--- src/rtl/fb_port_arbiter_if.sv ---
// Frame-buffer arbiter bus: display read port, capture write port and single-port RAM side.
// The arbiter uses the slave modport; the surrounding pipeline/RAM uses master.
interface fb_port_arbiter_if #(
    parameter int c_nb_img_pxls = 13,
    parameter int c_nb_buf      = 12
);
    logic                     rd_req;
    logic [c_nb_img_pxls-1:0] rd_addr;
    logic                     rd_gnt;
    logic                     rd_valid;
    logic [c_nb_buf-1:0]      rd_data;
    logic                     wr_req;
    logic [c_nb_img_pxls-1:0] wr_addr;
    logic [c_nb_buf-1:0]      wr_data;
    logic                     wr_ready;
    logic                     frame_done;
    logic                     rd_bank;
    logic                     wr_ovf;
    logic [c_nb_img_pxls:0]   mem_addr;
    logic                     mem_we;
    logic [c_nb_buf-1:0]      mem_wdata;
    logic [c_nb_buf-1:0]      mem_rdata;

    modport master (
        output rd_req, rd_addr, wr_req, wr_addr, wr_data, frame_done, mem_rdata,
        input  rd_gnt, rd_valid, rd_data, wr_ready, rd_bank, wr_ovf,
        input  mem_addr, mem_we, mem_wdata
    );

    modport slave (
        input  rd_req, rd_addr, wr_req, wr_addr, wr_data, frame_done, mem_rdata,
        output rd_gnt, rd_valid, rd_data, wr_ready, rd_bank, wr_ovf,
        output mem_addr, mem_we, mem_wdata
    );
endinterface

--- src/rtl/fb_port_arbiter.sv ---
// Single-port frame-buffer arbiter: reads win (1-cycle latency), writes buffered in a 4-deep FIFO and
// drained into idle cycles with a starvation guard; wr_ready backpressures capture. FB_DBLBUF_EN adds ping-pong banks.
module fb_port_arbiter #(
    parameter int c_nb_img_pxls = 13,
    parameter int c_nb_buf      = 12,
    parameter int c_nb_wfifo    = 2,
    parameter int c_max_starve  = 8
) (
    input  logic              i_clk,
    input  logic              i_rst,
    fb_port_arbiter_if.slave  io_bus
);
    localparam int c_depth     = 1 << c_nb_wfifo;
    localparam int c_nb_starve = $clog2(c_max_starve + 1);

    typedef struct packed {
        logic [c_nb_img_pxls-1:0] addr;
        logic [c_nb_buf-1:0]      data;
    } wentry_t;

    wentry_t                  r_fifo [c_depth];
    logic [c_nb_wfifo:0]      r_wptr;
    logic [c_nb_wfifo:0]      r_rptr;
    logic                     r_wr_ready;
    logic                     r_rd_valid;
    logic                     r_wr_ovf;
    logic [c_nb_starve-1:0]   r_starve;

    logic [c_nb_wfifo:0]      w_wptr_nxt;
    logic [c_nb_wfifo:0]      w_rptr_nxt;
    logic                     w_empty;
    logic                     w_full_nxt;
    logic                     w_push;
    logic                     w_pop;
    logic                     w_force;
    logic                     w_rd_gnt;
    logic                     w_rd_bank;
    logic                     w_wr_bank;
    wentry_t                  w_head;

    assign w_empty = (r_wptr == r_rptr);
    assign w_head  = r_fifo[r_rptr[c_nb_wfifo-1:0]];
    assign w_push  = io_bus.wr_req && r_wr_ready;
    assign w_force = !w_empty && (r_starve == c_nb_starve'(c_max_starve));

    always_comb begin
        w_pop    = 1'b0;
        w_rd_gnt = 1'b0;
        if (w_force) begin
            w_pop = 1'b1;
        end else if (io_bus.rd_req) begin
            w_rd_gnt = 1'b1;
        end else if (!w_empty) begin
            w_pop = 1'b1;
        end
    end

    // Gate the strobes with reset so nothing reaches the RAM the moment reset asserts.
    assign io_bus.mem_we    = i_rst && w_pop;
    assign io_bus.rd_gnt    = i_rst && w_rd_gnt;
    assign io_bus.mem_addr  = w_pop ? {w_wr_bank, w_head.addr} : {w_rd_bank, io_bus.rd_addr};
    assign io_bus.mem_wdata = w_head.data;
    assign io_bus.rd_data   = io_bus.mem_rdata;
    assign io_bus.rd_valid  = r_rd_valid;
    assign io_bus.wr_ready  = r_wr_ready;
    assign io_bus.wr_ovf    = r_wr_ovf;
    assign io_bus.rd_bank   = w_rd_bank;

    assign w_wptr_nxt = r_wptr + {{c_nb_wfifo{1'b0}}, w_push};
    assign w_rptr_nxt = r_rptr + {{c_nb_wfifo{1'b0}}, w_pop};
    assign w_full_nxt = (w_wptr_nxt[c_nb_wfifo] != w_rptr_nxt[c_nb_wfifo]) &&
                        (w_wptr_nxt[c_nb_wfifo-1:0] == w_rptr_nxt[c_nb_wfifo-1:0]);

    always_ff @(posedge i_clk) begin
        if (w_push) begin
            r_fifo[r_wptr[c_nb_wfifo-1:0]] <= '{addr: io_bus.wr_addr, data: io_bus.wr_data};
        end
    end

    always_ff @(posedge i_clk or negedge i_rst) begin
        if (!i_rst) begin
            r_wptr     <= '0;
            r_rptr     <= '0;
            r_wr_ready <= 1'b1;
            r_rd_valid <= 1'b0;
            r_wr_ovf   <= 1'b0;
            r_starve   <= '0;
        end else begin
            r_wptr     <= w_wptr_nxt;
            r_rptr     <= w_rptr_nxt;
            r_wr_ready <= !w_full_nxt;
            r_rd_valid <= w_rd_gnt;
            if (io_bus.wr_req && !r_wr_ready) begin
                r_wr_ovf <= 1'b1;
            end
            if (w_empty || w_pop) begin
                r_starve <= '0;
            end else if (r_starve != c_nb_starve'(c_max_starve)) begin
                r_starve <= r_starve + c_nb_starve'(1);
            end
        end
    end

`ifdef FB_DBLBUF_EN
    logic r_rd_bank;
    logic r_swap_pending;

    // Swap only once every buffered pixel of the finished frame has landed in the back bank.
    always_ff @(posedge i_clk or negedge i_rst) begin
        if (!i_rst) begin
            r_rd_bank      <= 1'b0;
            r_swap_pending <= 1'b0;
        end else if (r_swap_pending && w_empty && !w_push) begin
            r_rd_bank      <= ~r_rd_bank;
            r_swap_pending <= 1'b0;
        end else if (io_bus.frame_done) begin
            r_swap_pending <= 1'b1;
        end
    end

    assign w_rd_bank = r_rd_bank;
    assign w_wr_bank = ~r_rd_bank;
`else
    logic w_unused_frame_done;

    assign w_unused_frame_done = io_bus.frame_done;
    assign w_rd_bank           = 1'b0;
    assign w_wr_bank           = 1'b0;
`endif

endmodule

--- src/flat_wrapper.sv ---
// flat-port wrapper written by rule: the top's interface ports become plain ports
module fb_port_arbiter_flat 
#(
    parameter int c_nb_img_pxls = 13,
    parameter int c_nb_buf      = 12,
    parameter int c_nb_wfifo    = 2,
    parameter int c_max_starve  = 8
)
  (i_clk, i_rst, io_bus_rd_req, io_bus_rd_addr, io_bus_wr_req, io_bus_wr_addr, io_bus_wr_data, io_bus_frame_done, io_bus_mem_rdata, io_bus_rd_gnt, io_bus_rd_valid, io_bus_rd_data, io_bus_wr_ready, io_bus_rd_bank, io_bus_wr_ovf, io_bus_mem_addr, io_bus_mem_we, io_bus_mem_wdata);
  fb_port_arbiter_if #(.c_nb_img_pxls(c_nb_img_pxls), .c_nb_buf(c_nb_buf)) io_bus_i ();
  input  logic i_clk;
  input  logic i_rst;
  input wire logic [$bits(io_bus_i.rd_req)-1:0] io_bus_rd_req;
  input wire logic [$bits(io_bus_i.rd_addr)-1:0] io_bus_rd_addr;
  input wire logic [$bits(io_bus_i.wr_req)-1:0] io_bus_wr_req;
  input wire logic [$bits(io_bus_i.wr_addr)-1:0] io_bus_wr_addr;
  input wire logic [$bits(io_bus_i.wr_data)-1:0] io_bus_wr_data;
  input wire logic [$bits(io_bus_i.frame_done)-1:0] io_bus_frame_done;
  input wire logic [$bits(io_bus_i.mem_rdata)-1:0] io_bus_mem_rdata;
  output wire logic [$bits(io_bus_i.rd_gnt)-1:0] io_bus_rd_gnt;
  output wire logic [$bits(io_bus_i.rd_valid)-1:0] io_bus_rd_valid;
  output wire logic [$bits(io_bus_i.rd_data)-1:0] io_bus_rd_data;
  output wire logic [$bits(io_bus_i.wr_ready)-1:0] io_bus_wr_ready;
  output wire logic [$bits(io_bus_i.rd_bank)-1:0] io_bus_rd_bank;
  output wire logic [$bits(io_bus_i.wr_ovf)-1:0] io_bus_wr_ovf;
  output wire logic [$bits(io_bus_i.mem_addr)-1:0] io_bus_mem_addr;
  output wire logic [$bits(io_bus_i.mem_we)-1:0] io_bus_mem_we;
  output wire logic [$bits(io_bus_i.mem_wdata)-1:0] io_bus_mem_wdata;
  assign io_bus_i.rd_req = io_bus_rd_req;
  assign io_bus_i.rd_addr = io_bus_rd_addr;
  assign io_bus_i.wr_req = io_bus_wr_req;
  assign io_bus_i.wr_addr = io_bus_wr_addr;
  assign io_bus_i.wr_data = io_bus_wr_data;
  assign io_bus_i.frame_done = io_bus_frame_done;
  assign io_bus_i.mem_rdata = io_bus_mem_rdata;
  assign io_bus_rd_gnt = io_bus_i.rd_gnt;
  assign io_bus_rd_valid = io_bus_i.rd_valid;
  assign io_bus_rd_data = io_bus_i.rd_data;
  assign io_bus_wr_ready = io_bus_i.wr_ready;
  assign io_bus_rd_bank = io_bus_i.rd_bank;
  assign io_bus_wr_ovf = io_bus_i.wr_ovf;
  assign io_bus_mem_addr = io_bus_i.mem_addr;
  assign io_bus_mem_we = io_bus_i.mem_we;
  assign io_bus_mem_wdata = io_bus_i.mem_wdata;
  fb_port_arbiter #(.c_nb_img_pxls(c_nb_img_pxls), .c_nb_buf(c_nb_buf), .c_nb_wfifo(c_nb_wfifo), .c_max_starve(c_max_starve)) u_core (.i_clk(i_clk), .i_rst(i_rst), .io_bus(io_bus_i));
endmodule
--- config.mk ---
export PLATFORM = sky130hd
export DESIGN_NAME = fb_port_arbiter_flat
export DESIGN_NICKNAME = d
export VERILOG_FILES = /design/src/rtl/fb_port_arbiter_if.sv /design/src/rtl/fb_port_arbiter.sv /design/src/flat_wrapper.sv
export SDC_FILE = /design/constraint.sdc
export NUM_CORES = 1
export LEC_CHECK = 0
export BUFFER_PORTS_ARGS = -buffer_cell sky130_fd_sc_hd__buf_2
export CAP_MARGIN = 20
export CORE_ASPECT_RATIO = 0.75
export CORE_UTILIZATION = 40
export CTS_CLUSTER_DIAMETER = 150
export CTS_CLUSTER_SIZE = 10
export DETAILED_ROUTE_END_ITERATION = 8
export PLACE_DENSITY_LB_ADDON = 0.1
export SLEW_MARGIN = 20
export SYNTH_ARGS = -nofsm -noshare
export SYNTH_HDL_FRONTEND = slang
export SYNTH_SLANG_ARGS = --single-unit
--- constraint.sdc ---
create_clock -name i_clk -period 7.1 [get_ports i_clk]
set_input_delay 1.42 -clock i_clk [delete_from_list [all_inputs] [get_ports i_clk]]
set_output_delay 1.42 -clock i_clk [all_outputs]
set_load 0.1 [all_outputs]
* Word level (Yosys, flattened, before mapping) *
Memory sizes are Yosys's and may differ from the RTL's.
Cells that the tools add are included.

storage, ports and cells
  logic and storage cells = 36
  memories = 1
  output and inout port bits = 44
  ROM bits = 0
  flip-flop bits (word level) = 13
  memory bits (writable) = 100
  latch bits = 0

cells by class
  $lt $le $gt $ge = 0
  bitwise operators = 0
  mux-type cells = 10
  equal/unequal tests = 5
  shifts and indexed selects = 0
  multiply operators = 0
  add/subtract/negate cells = 3
  reduce and logical (&&, ||, !) cells = 11
  divide/modulo/power cells = 0

memories
  memory         words  width  read ports  clocked after Yosys merged registers in  wr ports  RTL line               source
  u_core.r_fifo  4      25     1           0                                        1         fb_port_arbiter.sv:21  wentry_t r_fifo [c_depth];

operator list
  operator                                                        number
  13-bit two-way mux                                              1
  4-bit two-way mux                                               2
  1-bit two-way mux                                               7
  3-bit by 1-bit adder with 3-bit output                          2
  1-bit logical AND                                               6
  4-bit by 1-bit adder with 4-bit output (second input constant)  1
  4-bit == test (second input constant)                           1
  4-bit inequality test (second input constant)                   1
  3-bit == test                                                   1
  1-bit zero test                                                 3
  2-bit == test                                                   1
  2-bit nonzero test                                              1
  1-bit logical OR                                                1
  1-bit inequality test                                           1

* Depth between registers and ports, before layout *
Gate-level depths: netlist (run 1).

  depth in word-level cells = 8
  depth in mapped cells = 10

* Worst setup path after synthesis (run 1) *
No wires, ideal clock.

  path kind = input-to-output
  from = input port io_bus_rd_req
  to = output port io_bus_rd_gnt
  data required time = 5.680 ns
  setup slack = 1.784 ns
  stages = 3
  arrival time = 3.896 ns
  cell sequence = a32oi_4 -> buf_12 -> nor3b_1

between the ends
  cells in the longest elaborated chain, start to end = 3

RTL lines
  item               RTL line               source
  start, declared    flat_wrapper.sv:13     input wire logic [$bits(io_bus_i.rd_req)-1:0] io_bus_rd_req;
  1-bit two-way mux  fb_port_arbiter.sv:51  end else if (io_bus.rd_req) begin
  1-bit two-way mux  fb_port_arbiter.sv:49  if (w_force) begin
  1-bit logical AND  fb_port_arbiter.sv:60  assign io_bus.rd_gnt = i_rst && w_rd_gnt;
  end, declared      flat_wrapper.sv:20     output wire logic [$bits(io_bus_i.rd_gnt)-1:0] io_bus_rd_gnt;

Every way passes these cells.

* Worst setup path in the final report (run 1) *
  from = register u_core.r_rptr[0]
  to = output port io_bus_mem_addr[3]

between the ends
  cells in the longest elaborated chain, start to end = 5
  elaborated cells on any way between the ends = 8
  classes of those cells = 1 x eq/ne; 4 x mux; 2 x reduce/logical; 1 x memory

RTL lines
  item                                                    RTL line                                      source
  start, declared                                         fb_port_arbiter.sv:23                         logic [c_nb_wfifo:0] r_rptr;
  start signal, assigned                                  fb_port_arbiter.sv:90                         r_rptr <= w_rptr_nxt;
  3-bit == test                                           fb_port_arbiter.sv:41                         assign w_empty = (r_wptr == r_rptr);
  1-bit two-way mux or 1-bit zero test (tied branches)    fb_port_arbiter.sv:53, fb_port_arbiter.sv:44
  1-bit two-way mux or 1-bit logical AND (tied branches)  fb_port_arbiter.sv:51, fb_port_arbiter.sv:44
  1-bit two-way mux                                       fb_port_arbiter.sv:49
  13-bit two-way mux (*)                                  fb_port_arbiter.sv:61                         assign io_bus.mem_addr = w_pop ? {w_wr_bank, w_head.addr} : {w_rd_bank, io_bus.rd_addr};
  end, declared                                           flat_wrapper.sv:26                            output wire logic [$bits(io_bus_i.mem_addr)-1:0] io_bus_mem_addr;

Every way passes the cells marked *; elsewhere a longest branch is shown, timed or not.

==> results of run 1 <==
## synth_stat cells, types with 2 or more instances
library cell,n
nor2_1,5
mux4_2,20
dfrtp_1,12
xnor2_1,3
mux4_1,5
ha_1,6
buf_2,2
edfxtp_1,100
nor3b_1,3
mux2_4,6
buf_6,2
mux2_2,7
xor2_1,5
xnor2_2,2
buf_4,15
inv_1,6
## metrics by stage
stage | util [%] | std cells | hold slack (ns)
after CTS | 50.6 | 441 | 0.455
after global routing | 50.6 | 441 | 0.496
final | 50.6 | 441 | 0.449
after floorplan | - | 215 | 0.450
after global placement | 45.2 | 409 | 0.437
after detailed placement | 45.2 | 409 | 0.443
## cells by family after synthesis
family / count (synthesis) / share of synthesized area [%]
adder cells (fa/ha/maj): 6 / 1.63
other: 1 / 0.0815
flip-flops: 113 / 72.3
AO/OA/AOI/OAI: 3 / 1.01
AND/OR/NAND/NOR: 16 / 2.01
multiplexers: 38 / 16.3
XOR/XNOR: 10 / 2.23
buffers and inverters: 27 / 4.38
## registers in the layout, indices dropped and copies added, names as in the netlist
register                flops
u_core.io_bus.wr_ovf        1
u_core.io_bus.wr_ready      1
u_core.io_bus.rd_valid      1
u_core.r_starve             4
u_core.r_fifo             100
u_core.r_rptr               3
u_core.r_wptr               3
## worst max-delay path, cell delays in order (launching register included)
cell and delay, ns:
dfrtp_2 0.99, xnor2_2 0.20, a32oi_4 0.76, mux2_4 0.29, buf_2 0.42
## metal layers
layer / vias up / track usage, %
met5: - / 0
met4: 0 / 7.03
met3: 18 / 5.89
met2: 67 / 22.3
met1: 1121 / 18.0
li1: 999 / -
## cell type report
cell class | count | area share [%]
Multi-Input combinational cell | 75 | 19.5
Sequential cell | 113 | 59.5
Tap cell | 140 | 3.13
Inverter | 6 | 0.402
Clock inverter | 14 | 2.95
Timing Repair Buffer | 75 | 6.88
Clock buffer | 18 | 7.67
## worst max path at each step
stage / from / end / cells past startpoint
global placement: io_bus_rd_req / io_bus_mem_addr[3] / 4
finish: u_core.r_rptr[0] / io_bus_mem_addr[3] / 4
detailed placement: io_bus_rd_req / io_bus_mem_addr[3] / 4
CTS: u_core.r_rptr[0] / io_bus_mem_addr[3] / 4
global route: u_core.r_rptr[0] / io_bus_mem_addr[3] / 4
floorplan: io_bus_rd_req / io_bus_rd_gnt / 3
==> flow_metrics.py, run 1 <==
metrics = {
    "worst_setup_path": {
        "start_kind": "register",
        "rrSetupSlack_ns": 3.92,
        "endpoint_kind": "output port",
        "crit_arrival_ns": 3.08,
        "worst_r2r_endpoint": "u_core.io_bus.wr_ready",
        "crit_required_ns": 5.68,
        "rr_worst_depth": 7,
        "path_class": "register to output port",
        "r2r-start": "u_core.r_rptr[0]",
        "cp_max_fo": 27,
    },
    "die": {
        "dieArea_um2": 11900,
        "die_width_um": 126,
        "initial_core_util_pct": 41.6,
        "core_area_um2": 11100,
        "ioPinCount": 99,
        "dieHeight_um": 94.9,
        "row_count": 33,
    },
    "clock_network": {
        "cts_setup_buffers": 0,
        "clockBufferDepth": 2,
        "clk_latency_ns": 0.40,
        "clock-sinks": 113,
        "clkSlewWorstSetupHoldPaths_ns": 0.05,
        "cts_resized": 0,
        "h-tree-depth": 4,
        "numCtsBuffers": 17,
        "hold_buffers": 0,
        "cts_tree": "done",
        "cts-root-buf": "clkbuf_16",
    },
    "sta": {
        "relSlewSlack_pct": 36.2,
        "hold_violations": 0,
        "drv_slew": 0,
        "skew_ns": 0.00465,
        "rsz0062_at_grt": "false",
        "finalSetupViolations": 0,
        "tightest_slew_ns": 0.958,
        "timing.fmax_ghz": 0.222,
        "tns_ns": 0,
        "min_period_ns": 4.50,
        "fin_ws_ns": 2.60,
        "timing.final.crit_share_pct": 63.4,
    },
    "run": {
        "max_cap_violations": 0,
    },
    "place": {
        "io_buffers": 71,
        "place_congestion": 0.670,
        "post_dp_cell_area_um2": 5000,
        "dp_hpwl_um": 4690,
        "dp_slack_ns": 2.71,
    },
    "routing": {
        "drc": 0,
        "drt-pass1-iter-count": 4,
        "vias": 2205,
        "wl_met2_um": 3680,
        "wl_met1_um": 3690,
        "drt_iter0_markers": 137,
        "wl_met3_um": 465,
        "vias_per_cell": 5.00,
        "top_layer": "met4",
        "finalWirelength_um": 7970,
        "postRouteAntennaNets": 0,
        "post_drt_wl_per_cell_um": 18.1,
    },
    "synthesis": {
        "synth_top_area_share_pct": 65.3,
        "synth_edf_count": 100,
        "synth_area_leaders": "edfxtp_1 65%, mux4_2 9.8%, dfrtp_1 6.5%, mux4_1 2.9%, buf_4 2.4%",
        "yosysSeqAreaShare_pct": 72.3,
        "syn_inst": 214,
        "syn_area_um2": 4600,
        "yosys.area.top_type": "edfxtp_1",
        "synth.distinct_cells": 31,
        "avgSynthCellArea_um2": 21.5,
        "ys_ff_latch": 113,
        "synth_warnings": 0,
        "synth-async-reset-ratio_pct": 11.5,
        "synthFlopType": "edfxtp_1",
    },
    "cells_and_area": {
        "nets": 349,
        "diodes": 0,
        "area_growth_syn_to_layout_pct": 21.6,
        "register_area_um2": 3330,
        "drive_gt1_share_pct": 49.8,
        "multiInputGateArea_um2": 1090,
        "n_fill_cell": 917,
        "final_common_cell": "edfxtp_1",
        "most-common-layout-cells": "100 x edfxtp_1, 71 x buf_2, 20 x mux4_2, 17 x clkbuf_16, 11 x dfrtp_1",
        "fin_area_um2": 5600,
    },
    "outcome": {
        "status": "finished, final reports clean",
    },
    "hold_path": {
        "whs_path_depth": 1,
        "min_to": "u_core.io_bus.wr_ovf",
        "min_from": "u_core.io_bus.wr_ovf",
        "hp-class": "register to register",
    },
    "global_routing": {
        "antenna_found_initial": 0,
        "grt_pass1_vias": 2246,
        "grt_max_degree": 28,
        "grt_usage_pct": 14.5,
        "grt_overflow": 0,
        "grt_pass1_wl_um": 12200,
    },
}
Power of run 1 is left out: the tool's default activity adds up to more than one toggle a clock period on the data nets, which glitch-free logic cannot reach.
==> run 2, diff against run 1 <==
- clock period: 7.1 -> 3.69 ns (I/O delays scaled with it)
==> flow_metrics.py, run 2 (synthesized netlist as in run 1, its figures left out) <==
metrics = {
    "outcome": {
        "status": "finished, final reports clean",
    },
    "sta": {
        "timing.fmax_ghz": 0.332,
        "rsz0062_at_grt": "false",
        "min_period_ns": 3.01,
        "timing.final.crit_share_pct": 81.7,
        "tns_ns": 0,
        "skew_ns": 0.0113,
        "tightest_slew_ns": 0.667,
        "relSlewSlack_pct": 55.6,
        "hold_violations": 0,
        "drv_slew": 0,
        "fin_ws_ns": 0.676,
        "finalSetupViolations": 0,
    },
    "place": {
        "place_congestion": 0.656,
        "io_buffers": 71,
        "dp_hpwl_um": 4940,
        "dp_slack_ns": 0.990,
    },
    "worst_setup_path": {
        "worstPathCellList": "buf_4 -> mux4_1 -> mux2_2 -> buf_12",
        "crit_arrival_ns": 2.28,
        "r2r-start": "u_core.r_starve[0]",
        "cp_max_fo": 10,
        "cp-startpoint": "u_core.r_rptr[0]",
        "crit_required_ns": 2.95,
        "max_stage_delay_ns": 0.62,
        "endpoint_kind": "output port",
        "start_kind": "register",
        "cp_slowest_cell": "mux4_1",
        "path_class": "register to output port",
    },
    "routing": {
        "finalWirelength_um": 7970,
        "drt-pass1-iter-count": 4,
        "vias_per_cell": 4.99,
        "drt_iter0_markers": 126,
        "postRouteAntennaNets": 0,
        "vias": 2216,
        "drc": 0,
        "post_drt_wl_per_cell_um": 18.0,
    },
    "cells_and_area": {
        "most-common-layout-cells": "100 x edfxtp_1, 57 x buf_2, 20 x mux4_2, 17 x clkbuf_16, 14 x buf_12",
        "drive_gt1_share_pct": 49.7,
        "nets": 352,
        "final_common_cell": "edfxtp_1",
        "largest_register_ffs": 100,
        "n_fill_cell": 893,
        "area_growth_syn_to_layout_pct": 25.9,
        "diodes": 0,
    },
    "clock_network": {
        "clock-sinks": 113,
        "h-tree-depth": 4,
        "cts_setup_buffers": 0,
        "numCtsBuffers": 17,
        "clkSlewWorstSetupHoldPaths_ns": 0.05,
        "cts_resized": 0,
        "clk_latency_ns": 0.40,
        "hold_buffers": 0,
        "cts-root-buf": "clkbuf_16",
        "cts_tree": "done",
        "clockBufferDepth": 2,
    },
    "global_routing": {
        "grt_overflow": 0,
        "grt_pass1_wl_um": 12500,
        "grt_pass1_vias": 2300,
        "grt_max_degree": 27,
        "antenna_found_initial": 0,
        "grt_usage_pct": 14.8,
    },
    "die": {
        "initial_core_util_pct": 41.6,
        "core_area_um2": 11100,
        "die_width_um": 126,
        "ioPinCount": 99,
        "dieArea_um2": 11900,
        "row_count": 33,
        "dieHeight_um": 94.9,
    },
    "hold_path": {
        "hp-class": "input pin to asynchronous set/reset pin",
    },
    "run": {
        "max_cap_violations": 0,
    },
}
[run 2: cell types whose count changed in the layout (fill, tap and decap cells not counted), moves of 2 or more]
cell | previous run | this run
buf_12 | 0 | 14
buf_2 | 71 | 57
buf_4 | 4 | 7
clkinv_1 | 0 | 3
clkinv_2 | 5 | 7
clkinv_4 | 3 | 1
[run 2: critical path: cells and delay by family (launching register included)]
| family | cells | cell delay, ns |
|---|---|---|
| buffers and inverters | 2 | 0.45 |
| flip-flops | 1 | 0.49 |
| multiplexers | 2 | 0.93 |
[run 2: area by class of cell]
class	instances	area (µm²)	area share (%)
sequential	113	3330	57.5
multi-input combinational	75	1090	18.9
timing repair buffer	78	618	10.7
inverter	6	22.5	0.389
clock inverter	14	123	2.12
tap	140	175	3.02
clock buffer	18	429	7.41
[run 2: worst paths after layout]
path	endpoint	slack, ns	cells past startpoint
max	io_bus_mem_addr[12]	0.68	4
min	u_core.io_bus.wr_ovf	0.22	1
max reg2reg	u_core.io_bus.wr_ready	1.30	10
min reg2reg	u_core.io_bus.wr_ovf	0.45	1
max in group asynchronous	u_core.io_bus.wr_ready	3.18	1
min in group i_clk	u_core.io_bus.wr_ovf	0.45	1
[run 2: stage by stage]
stage	instances	utilization (%)	hold slack [ns]	instance area, µm²
CTS	444	52.4	0.225	5790
global route	444	52.4	0.244	5790
finish	444	52.4	0.225	5790
floorplan	215	-	0.442	4610
detailed placement	412	47.4	0.444	5240
global placement	412	47.4	0.434	5240
[run 2: layer usage]
layer / routed length [µm] / track usage (%)
met2: 3650 / 22.5
met1: 3640 / 18.6
met3: 548 / 6.12
met4: 129 / 6.53
met5: 0 / 0
Power of run 2 is left out for the same reason.
